File: src/rtl/fb_mem_sched.sv
// fb_mem_sched: arbitrates the framebuffer memory port between display line
// prefetch (strict priority) and host read/write bursts.
module fb_mem_sched #(
  parameter int unsigned H_ENABLE    = 640,
  parameter int unsigned V_ENABLE    = 1024,
  parameter int unsigned BURST_LEN   = 32,
  parameter int unsigned LINE_STRIDE = 1024,
  parameter int unsigned FB_BASE     = 0,
  parameter int unsigned AW          = 24
) (
  input  logic          xclk,
  input  logic          rst_n,
  input  logic          vsync,
  input  logic          de,
  input  logic [10:0]   cnt_y,
  input  logic          host_req,
  input  logic          host_we,
  input  logic [AW-1:0] host_addr,
  output logic          host_ack,
  output logic          mem_req,
  output logic          mem_we,
  output logic [AW-1:0] mem_addr,
  input  logic          mem_gnt,
  input  logic          mem_done,
  output logic          disp_sel,
  output logic          line_sel,
  output logic          underrun,
  input  logic          underrun_clr
);

  localparam int unsigned NB = H_ENABLE / BURST_LEN;
  localparam int unsigned IW = (NB > 1) ? $clog2(NB) : 1;
  localparam logic [IW-1:0] LAST = IW'(NB - 1);

  typedef enum logic [2:0] {
    IDLE, D_REQ, D_WAIT, H_REQ, H_WAIT
  } state_t;

  state_t        state, state_nxt;
  logic          vsync_q, de_q;
  logic          frame_trig, line_trig, trig;
  logic [10:0]   fetch_line, line_nxt;
  logic [IW-1:0] burst_idx, idx_nxt;
  logic          pending, pend_nxt;
  logic          restart, restart_nxt;
  logic          und_nxt;
  logic [63:0]   disp_addr;

  assign frame_trig = vsync_q & ~vsync;
  assign line_trig  = de & ~de_q & (cnt_y < 11'(V_ENABLE - 1));
  assign trig       = frame_trig | line_trig;

  // restart marks a burst in flight that belongs to an abandoned line
  always_comb begin
    line_nxt    = fetch_line;
    idx_nxt     = burst_idx;
    pend_nxt    = pending;
    restart_nxt = restart;
    und_nxt     = underrun & ~underrun_clr;
    if (state == D_WAIT && mem_done) begin
      if (restart)
        restart_nxt = 1'b0;
      else if (burst_idx == LAST)
        pend_nxt = 1'b0;
      else
        idx_nxt = burst_idx + 1'b1;
    end
    if (trig) begin
      line_nxt    = frame_trig ? 11'd0 : cnt_y + 11'd1;
      idx_nxt     = '0;
      pend_nxt    = 1'b1;
      restart_nxt = (state == D_REQ) ||
                    (state == D_WAIT && !mem_done);
      if (pending)
        und_nxt = 1'b1;
    end
  end

  assign disp_addr = 64'(FB_BASE)
                   + 64'(line_nxt) * 64'(LINE_STRIDE)
                   + 64'(idx_nxt) * 64'(BURST_LEN);

  always_comb begin
    state_nxt = state;
    unique case (state)
      IDLE:
        if (pending)       state_nxt = D_REQ;
        else if (host_req) state_nxt = H_REQ;
      D_REQ:
        if (mem_gnt) state_nxt = D_WAIT;
      D_WAIT:
        if (mem_done) state_nxt = pend_nxt ? D_REQ : IDLE;
      H_REQ:
        if (mem_gnt) state_nxt = H_WAIT;
      H_WAIT:
        if (mem_done) state_nxt = IDLE;
      default:
        state_nxt = IDLE;
    endcase
  end

  always_ff @(posedge xclk or negedge rst_n) begin
    if (!rst_n) begin
      state      <= IDLE;
      vsync_q    <= 1'b0;
      de_q       <= 1'b1;
      fetch_line <= '0;
      burst_idx  <= '0;
      pending    <= 1'b0;
      restart    <= 1'b0;
      underrun   <= 1'b0;
      host_ack   <= 1'b0;
      mem_we     <= 1'b0;
      mem_addr   <= '0;
    end else begin
      state      <= state_nxt;
      vsync_q    <= vsync;
      de_q       <= de;
      fetch_line <= line_nxt;
      burst_idx  <= idx_nxt;
      pending    <= pend_nxt;
      restart    <= restart_nxt;
      underrun   <= und_nxt;
      host_ack   <= (state == H_WAIT) && mem_done;
      // address/direction are captured on entry so they hold until grant
      if (state_nxt == D_REQ && state != D_REQ) begin
        mem_we   <= 1'b0;
        mem_addr <= disp_addr[AW-1:0];
      end else if (state_nxt == H_REQ && state != H_REQ) begin
        mem_we   <= host_we;
        mem_addr <= host_addr;
      end else if (state_nxt != D_REQ && state_nxt != H_REQ) begin
        mem_we   <= 1'b0;
        mem_addr <= '0;
      end
    end
  end

  assign mem_req  = (state == D_REQ) || (state == H_REQ);
  assign disp_sel = (state == D_REQ) || (state == D_WAIT);
  assign line_sel = fetch_line[0];

endmodule

File: config.mk
export PLATFORM = sky130hd
export DESIGN_NAME = fb_mem_sched
export DESIGN_NICKNAME = d
export VERILOG_FILES = /design/src/rtl/fb_mem_sched.sv
export SDC_FILE = /design/constraint.sdc
export NUM_CORES = 1
export LEC_CHECK = 0
export CAP_MARGIN = 20
export CORE_MARGIN = 5
export CORE_UTILIZATION = 25
export CTS_CLUSTER_SIZE = 10
export DETAILED_ROUTE_END_ITERATION = 16
export PLACE_DENSITY_LB_ADDON = 0.2
export SLEW_MARGIN = 20
export SYNTH_ARGS = -nofsm -noshare
export SYNTH_HDL_FRONTEND = slang
export SYNTH_SLANG_ARGS = --single-unit
export TNS_END_PERCENT = 10
File: constraint.sdc
create_clock -name xclk -period 3.2 [get_ports xclk]
set_input_delay 0.32 -clock xclk [delete_from_list [all_inputs] [get_ports xclk]]
set_output_delay 0.32 -clock xclk [all_outputs]
set_load 0.01 [all_outputs]
Word-level counts from Yosys, hierarchy flattened
Cells that the tools add are included.

storage, ports and cells
  bits in registers = 50
  input bits = 44
  logic and storage cells = 75

operators by class
  $add $sub $neg = 3
  $lt $le $gt $ge = 1
  eq/ne operators = 11
  mux-type cells = 28
  bitwise logic cells = 8
  reduce and logical (&&, ||, !) cells = 13

operators by type and width
  operator               number
  $mux 24                3
  $add 21x10->22         1
  $mux 11                2
  $mux 5                 4
  $mux 3                 6
  $pmux 3 s5             1
  $mux 1                 12
  $add 11x1->11 const B  1
  $lt 11x10->1 const B   1
  $eq 3x2->1 const B     3
  $eq 3x1->1 const B     2
  $logic_and 1x1->1      6
  $ne 3x1->1 const B     2
  $ne 3x2->1 const B     2
  $add 5x1->5 const B    1
  $eq 5x5->1 const B     1
  $and 1x1->1            4
  $eq 3x3->1 const B     1
  $logic_not 3->1        1
  $logic_or 1x1->1       3
  $not 1->1              3
  $reduce_bool 3->1      1
  $reduce_bool 2->1      1
  $logic_not 1->1        1
  $or 1x1->1             1

Logic depth before layout (Yosys ltp)
Gate-level depths: netlist of run 1.

  depth in word-level cells = 13
  depth in mapped cells = 6

Least setup slack after synthesis of run 1
Ideal clock, no wire load.

  path type = register to register
  from = register state[0]
  to = register mem_addr[6]
  setup time = 0.118 ns
  data arrival time = 1.496 ns
  data required time = 3.082 ns
  setup slack = 1.586 ns
  stages on the path, launching flop included = 7
  clock period less this slack = 1.614 ns
  cells stage by stage = dfrtp_1 -> buf_6 -> nand4bb_4 -> nor3_1 -> mux2i_1 -> nor2_2 -> a21o_1

RTL lines
  what                    line  text
  from (decl)             39    state_t state, state_nxt;
  from (signal assigned)  116   state <= state_nxt;
  $eq 3x2->1              60    if (state == D_WAIT && mem_done) begin
  $logic_and 1x1->1       60
  $mux 5                  60
  $mux 5                  68    if (trig) begin
  $add 21x10->22          81    + 64'(idx_nxt) * 64'(BURST_LEN);
  named net disp_addr[6]  47    logic [63:0] disp_addr;
  $mux 24                 126   if (state_nxt == D_REQ && state != D_REQ) begin
  to (signal assigned)    128   mem_addr <= disp_addr[AW-1:0];
  to (signal assigned)    131   mem_addr <= host_addr;
  to (decl)               22    output logic [AW-1:0] mem_addr,

The timed path passes the listed nets, and every way through them passes these cells.
A chain may end at the register's enable or synchronous reset.

Final worst setup path of run 1
  from = register state[2]
  to = output port mem_req

between the ends
  cells in the longest elaborated chain, start to end = 2

RTL lines
  what                                      line  text
  $eq 3x1->1 or $eq 3x2->1 (tied branches)  139   assign mem_req = (state == D_REQ) || (state == H_REQ);
  $logic_or 1x1->1 (*)                      139
  to (decl)                                 20    output logic mem_req,

Mark *: on every way between the ends. The rest lies on a longest branch, timed or not.

==> results.ini, run 1 <==
[status]
run_status = complete, no violations

[power_and_ir_drop]
totalPowerFinal_mw = 1.72
internal_dissipation_mw = 1.13
vdd.ir_drop.worst_uv = 246
p_seq_share_pct = 46.9
p_clk_share_pct = 21.0
power.density_cell_area_nw_per_um2 = 499
pwr-share-comb_pct = 32.1
p_sw_uw = 594
power.switching_fraction_pct = 34.5
reported_leakage_power_nw = 1.41

[finish]
flow.area_growth_from_synthesis_pct = 39.6
finished_core_util_pct = 35.6
commonest_non_fill_non_tap_cell_in_the_layout = sky130_fd_sc_hd__clkdlybuf4s50_1
most-common-layout-cells = sky130_fd_sc_hd__clkdlybuf4s50_1, sky130_fd_sc_hd__dfrtp_1, sky130_fd_sc_hd__nor2_1, sky130_fd_sc_hd__nand2_1
num-fill-cells = 1005
final_layout_size_suffix_gt1_share_pct = 11.0
multi_input_area_um2 = 1160
nNetsFinal = 354
final-seq-area_um2 = 1250
antenna_cells = 0

[worst_setup_path]
crit_path_end_kind = output port
critPathSlowestCell = sky130_fd_sc_hd__dfrtp_1
crit_required_ns = 2.88
worst_setup_path_start_kind = flop
critical_path.max_fanout = 12
cpPeakStageDelay_ns = 0.55
worst_path_dominant_cell_family = buffers and inverters
path_buf_inv = 2
crit_path_kind = flop to output port
crit_path_cell_trace = nand2b_1, inv_1, clkdlybuf4s50_1
timing.critical_path.arrival_ns = 1.73

[synth]
synth_area_leaders = sky130_fd_sc_hd__dfrtp_1, sky130_fd_sc_hd__a22o_1, sky130_fd_sc_hd__a21oi_1
dominant_combinational_cell_family_by_area_after_synthesis = compound AO/OA/AOI/OAI gates
syn-cell-area_um2 = 2470
synth_seq_area_share_pct = 50.7
async_flop_share_pct = 100
ys_warn_count = 0
post_synth_fa_ha_maj_area_fraction_pct = 1.01
synth_enable_flop_cells = 0
post_synth_and_or_nand_nor_area_fraction_pct = 18.3
synth.distinct_cells = 54
synth-xor-area-share_pct = 3.90
synthesized_area_fraction_occupied_by_ao_oa_aoi_and_oai_cells_pct = 22.1
synth_largest_area_cell = sky130_fd_sc_hd__dfrtp_1
ys_dominant_reg_cell = sky130_fd_sc_hd__dfrtp_1
yosys-mux-area-fraction_pct = 1.22
synth_top_cell_area_share_pct = 49.6
synth.net_count = 277
syn_inst = 231
synth_seq_cells = 50
synth_area_per_cell_um2 = 10.7

[floorplanning]
core_region_area_um2 = 9680
die_y_um = 109
die_area_um2 = 12000
std_cell_rows = 36
die_w_um = 109
ios = 74
start_util_pct = 25.5

[sta]
layout_min_cycle_time_ns = 2.05
drv_slew = 0
postLayoutSetupSlackWorst_ns = 1.15
worst_slew_margin_rel_pct = 60.0
number_of_setup_violations_in_the_final_report = 0
clock-skew-final_ns = 0.0118
timing_worst_slew_pin_value_ns = 0.600
fin_crit_sh_pct = 63.9
maxClockFrequency_mhz = 489
fin_setup_tns_ns = 0
unrepaired_setup_endpoints_after_global_routing = no
final-hold-violation-count = 0

[placed_design]
dpl.hpwl_um = 5040
gp_routability_congestion = 0.782
buffer_ports.inserted = 73
pre_cts_ws_ns = 0.880

[drt]
dr_total_vias = 2071
number_of_drc_markers_in_iteration_0 = 123
drc = 0
routed_wire_length_per_instance_um = 15.3
vias_per_cell = 4.70
drt_pass1_iterations = 4
antenna_violating_nets_post_route = 0
drt-total-wl_um = 6750

[cts]
clock_latency_ns = 0.30
clk_pin_slew_worst_paths_ns = 0.09
cts_setup_buffers = 0
post_cts_resized = 0
cts_tree = built
numClockSinks = 50
root_buffer = sky130_fd_sc_hd__clkbuf_8
clock_path_buffers = 2
cts-hold-fix-buffers = 0
cts.htree.levels = 2
cts_inserted_buffers = 5

[global_route]
global_route.overflow_total = 0
grt_use_met2_pct = 18.8
globalRoute.busiestLayer = met2
grt_usage_pct = 12.2
grt_antenna_before_repair = 0
grt_start_max_net_pins = 27
groute.layer.met1.usage_pct = 17.0
grt_first_pass_wirelength_um = 11500
number_of_global_route_vias_before_repair = 2230
globalRouteMet3Util_pct = 2.88

[worst_hold_path]
hold_path.class = input pin to asynchronous set/reset pin

[job]
maxCapViolCount = 0

synth_stat cells (2+ instances only):
| library cell | n |
|---|---|
| sky130_fd_sc_hd__o211ai_1 | 2 |
| sky130_fd_sc_hd__nand2b_1 | 2 |
| sky130_fd_sc_hd__nor2_2 | 4 |
| sky130_fd_sc_hd__a21o_1 | 7 |
| sky130_fd_sc_hd__nor2_1 | 20 |
| sky130_fd_sc_hd__o221ai_1 | 2 |
| sky130_fd_sc_hd__a221oi_1 | 2 |
| sky130_fd_sc_hd__o21ai_0 | 7 |
| sky130_fd_sc_hd__o22ai_1 | 2 |
| sky130_fd_sc_hd__a21oi_1 | 15 |
| sky130_fd_sc_hd__ha_1 | 2 |
| sky130_fd_sc_hd__mux2i_1 | 3 |
| sky130_fd_sc_hd__a22o_1 | 15 |
| sky130_fd_sc_hd__xor2_1 | 3 |
| sky130_fd_sc_hd__nor4_1 | 2 |
| sky130_fd_sc_hd__o21ai_1 | 2 |
| sky130_fd_sc_hd__buf_2 | 3 |
| sky130_fd_sc_hd__nand2_1 | 16 |
| sky130_fd_sc_hd__nor3_1 | 5 |
| sky130_fd_sc_hd__buf_6 | 2 |
| sky130_fd_sc_hd__a31oi_1 | 3 |
| sky130_fd_sc_hd__nand3_1 | 5 |
| sky130_fd_sc_hd__clkbuf_1 | 4 |
| sky130_fd_sc_hd__a22oi_1 | 10 |
| sky130_fd_sc_hd__nand4_1 | 4 |
| sky130_fd_sc_hd__inv_1 | 4 |
| sky130_fd_sc_hd__dfrtp_1 | 49 |
| sky130_fd_sc_hd__xnor2_1 | 8 |
| sky130_fd_sc_hd__nand2_2 | 2 |
| sky130_fd_sc_hd__o31ai_1 | 2 |
kinds of logic after synthesis:
| family | count (synthesis) |
|---|---|
| AO/OA/AOI/OAI | 76 |
| XOR/XNOR | 11 |
| adder cells (fa/ha/maj) | 2 |
| buffers and inverters | 13 |
| flip-flops | 50 |
| multiplexers | 3 |
| AND/OR/NAND/NOR | 76 |
power by group through the flow:
stage          logic (mW)  clock network [mW]  registers, mW
3_3_place_gp        0.558                   0          0.818
2_1_floorplan       0.334                   0          0.769
3_5_place_dp        0.560                   0          0.818
4_1_cts             0.564               0.385          0.807
5_1_grt             0.611               0.407          0.825
6_report            0.552               0.361          0.807
routing by layer:
| metal | share of wire (%) | up-vias |
|---|---|---|
| li1 | - | 1012 |
| met1 | 49 | 995 |
| met4 | 1.3 | 0 |
| met2 | 44 | 57 |
| met3 | 5.6 | 7 |
| met5 | 0 | - |
final timing paths:
path                                                 end  cells after the start                     from  slack, ns
min in group xclk                         de_q$_DFF_PN1_                      1                       de       0.48
worst max register to register  mem_addr[11]$_DFFE_PN0P_                      5       state[1]$_DFF_PN0_       1.24
worst max-delay path                             mem_req                      3       state[2]$_DFF_PN0_       1.15
worst min-delay path            mem_addr[14]$_DFFE_PN0P_                      1                    rst_n       0.02
max in group asynchronous        fetch_line[4]$_DFF_PN0_                      2                    rst_n       2.40
worst min register to register   mem_addr[1]$_DFFE_PN0P_                      1  mem_addr[1]$_DFFE_PN0P_       0.52
final cells by class:
type,instances,share of cell area [%]
clock buffers,5,2.00
clock inverters,2,0.436
inverters,4,0.436
multi-input cells,168,33.6
flip-flops and latches,50,36.3
well taps,133,4.83
repair buffers,79,22.4
sequential cells by signal (all words and copies together) (netlist names):
signal	flops
restart	1
mem_we	1
host_ack	1
state	3
fetch_line	11
de_q	1
vsync_q	1
burst_idx	5
underrun	1
mem_addr	24
pending	1
stage by stage:
stage / hold WS, ns / std cells / area (µm²)
after global placement: 0.372 / 434 / 3360
final: 0.0204 / 441 / 3450
after global routing: 0.0573 / 441 / 3450
after CTS: 0.0305 / 441 / 3450
after floorplan: 0.0244 / 231 / 2470
after detailed placement: 0.367 / 434 / 3360
(Power assumes the default switching activity.)
==> inputs of run 2 (changes only) <==
==> constraint.sdc (replaced) <==
create_clock -name xclk -period 1.9 [get_ports xclk]
set_input_delay 0.19 -clock xclk [delete_from_list [all_inputs] [get_ports xclk]]
set_output_delay 0.19 -clock xclk [all_outputs]
set_load 0.01 [all_outputs]
==> results.ini, run 2 (synthesis results as in run 1) <==
[global_route]
globalRoute.busiestLayer = met2
grt_use_met2_pct = 19.4  ; +0.57 points
global_route.overflow_total = 0  ; unchanged
grt_usage_pct = 12.2  ; -0.025 points
grt_start_max_net_pins = 51  ; +89%
number_of_global_route_vias_before_repair = 2283  ; +2.4%
grt_antenna_before_repair = 0  ; unchanged
grt_first_pass_wirelength_um = 11500  ; +0.12%
globalRouteMet3Util_pct = 2.82  ; -0.059 points
groute.layer.met1.usage_pct = 17.1  ; +0.050 points

[sta]
final-hold-violation-count = 1  ; +1
worst_slew_margin_rel_pct = 56.3  ; -3.8 points
hold_ws_ns = -0.00157  ; -0.0220 ns
layout_min_cycle_time_ns = 1.72
number_of_setup_violations_in_the_final_report = 0  ; unchanged
maxClockFrequency_mhz = 580
timing_worst_slew_pin_value_ns = 0.656  ; +0.0566 ns
drv_slew = 0  ; unchanged
unrepaired_setup_endpoints_after_global_routing = no
fin_setup_tns_ns = 0  ; unchanged
fin_crit_sh_pct = 90.7
clock-skew-final_ns = 0.0115  ; -0.000235 ns

[floorplanning]
die_w_um = 109  ; unchanged
die_area_um2 = 12000  ; unchanged
core_region_area_um2 = 9680  ; unchanged
std_cell_rows = 36  ; unchanged
start_util_pct = 25.5  ; unchanged
die_y_um = 109  ; unchanged
ios = 74  ; unchanged

[job]
maxCapViolCount = 0  ; unchanged

[worst_setup_path]
crit_required_ns = 1.71  ; -1.17 ns
critical_path.max_fanout = 4  ; -8
timing.critical_path.arrival_ns = 1.53  ; -0.20 ns
worst_setup_path_start_kind = flop
crit_path_kind = flop to output port
crit_path_end_kind = output port

[cts]
clk_pin_slew_worst_paths_ns = 0.09  ; about the same
cts.htree.levels = 2  ; unchanged
cts-hold-fix-buffers = 0  ; unchanged
clock_path_buffers = 2  ; unchanged
cts_inserted_buffers = 5  ; unchanged
cts_tree = built
numClockSinks = 50  ; unchanged
root_buffer = sky130_fd_sc_hd__clkbuf_8
clock_latency_ns = 0.30  ; about the same

[finish]
number_of_flip_flops_in_the_largest_register = 24  ; unchanged
nNetsFinal = 381  ; +7.6%
final_layout_size_suffix_gt1_share_pct = 18.8  ; +7.8 points
antenna_cells = 0  ; unchanged
most-common-layout-cells = sky130_fd_sc_hd__clkdlybuf4s50_1, sky130_fd_sc_hd__dfrtp_1, sky130_fd_sc_hd__buf_4, sky130_fd_sc_hd__nor2_1, sky130_fd_sc_hd__nand2_1
flow.area_growth_from_synthesis_pct = 51.7
commonest_non_fill_non_tap_cell_in_the_layout = sky130_fd_sc_hd__clkdlybuf4s50_1
final_cell_count_no_fill = 468  ; +6.1%
reg.largest.list = mem_addr x24, fetch_line x11, burst_idx x5
largest-register = mem_addr

[power_and_ir_drop]
reported_leakage_power_nw = 1.60  ; +13%
vdd.ir_drop.worst_uv = 363  ; +48%
power.density_cell_area_nw_per_um2 = 869  ; +74%

[drt]
number_of_drc_markers_in_iteration_0 = 129  ; +4.9%
vias_per_cell = 4.63  ; -1.5%
drt_pass1_iterations = 4  ; unchanged
drc = 0  ; unchanged
drt-total-wl_um = 6820  ; +0.93%
antenna_violating_nets_post_route = 0  ; unchanged
dr_total_vias = 2165  ; +4.5%
routed_wire_length_per_instance_um = 14.6  ; -4.9%

[placed_design]
dpl.hpwl_um = 4940  ; -2.0%
gp_routability_congestion = 0.744  ; -4.9%
buffer_ports.inserted = 73  ; unchanged
post-place-cells = 459  ; +5.8%

[status]
run_status = complete, but fails checks
violations_in_the_final_reports = negative hold slack

[worst_hold_path]
hold_path.class = input pin to asynchronous set/reset pin

[run 2: metrics by stage]
step	utilization [%]	power, mW	area [µm²]	hold WS (ns)	worst slack, ns
3_5_place_dp	37.3	2.48	3610	0.358	0.00925
6_report	38.7	3.26	3750	-0.00157	0.176
3_3_place_gp	37.3	2.48	3610	0.359	0.0120
4_1_cts	38.7	3.33	3740	0.0203	0.0379
5_1_grt	38.7	3.48	3750	0.0697	0.0182
2_1_floorplan	-	1.86	2470	-0.106	0.286
[run 2: final timing paths]
kind,end,cells past startpoint,from,slack (ns)
hold / removal,mem_addr[15]$_DFFE_PN0P_,2,rst_n,-0.002
setup reg to reg,mem_addr[5]$_DFFE_PN0P_,6,state[1]$_DFF_PN0_,0.21
max in group asynchronous,state[1]$_DFF_PN0_,2,rst_n,1.43
setup / recovery,mem_req,3,state[2]$_DFF_PN0_,0.18
min in group xclk,vsync_q$_DFF_PN0_,1,vsync,0.40
hold reg to reg,mem_addr[22]$_DFFE_PN0P_,1,mem_addr[22]$_DFFE_PN0P_,0.51
[run 2: routing by layer]
layer,part of all wire (%),wire length (µm)
met1,49,3330
met5,0,0
met4,0.78,53
met3,5.4,369
met2,45,3060
[run 2: where the power goes]
part           switching (mW)  internal [mW]  leakage [nW]
registers              0.0920           1.19         0.668
clock network           0.352          0.422        0.0573
logic                   0.588          0.615         0.870
total                    1.03           2.22          1.60
[run 2: layout make-up]
class / count / area [µm²]
Clock inverter: 1 / 30.0
Fill cell: 981 / 5940
Timing Repair Buffer: 106 / 1040
Sequential cell: 50 / 1250
Clock buffer: 6 / 82.6
Tap cell: 133 / 166
Inverter: 4 / 15.0
Multi-Input combinational cell: 168 / 1160
[run 2: worst max-delay path: stages (launching register included)]
cell and delay [ns]:
sky130_fd_sc_hd__dfrtp_1 0.44, sky130_fd_sc_hd__nand2b_1 0.21, sky130_fd_sc_hd__inv_1 0.07, sky130_fd_sc_hd__clkdlybuf4s50_1 0.53
[run 2: repair_timing]
action,4_1_cts,5_1_grt
setup endpoints to repair,2,8
resized for setup,2,2
buffers inserted,2,0
pin swaps,0,0
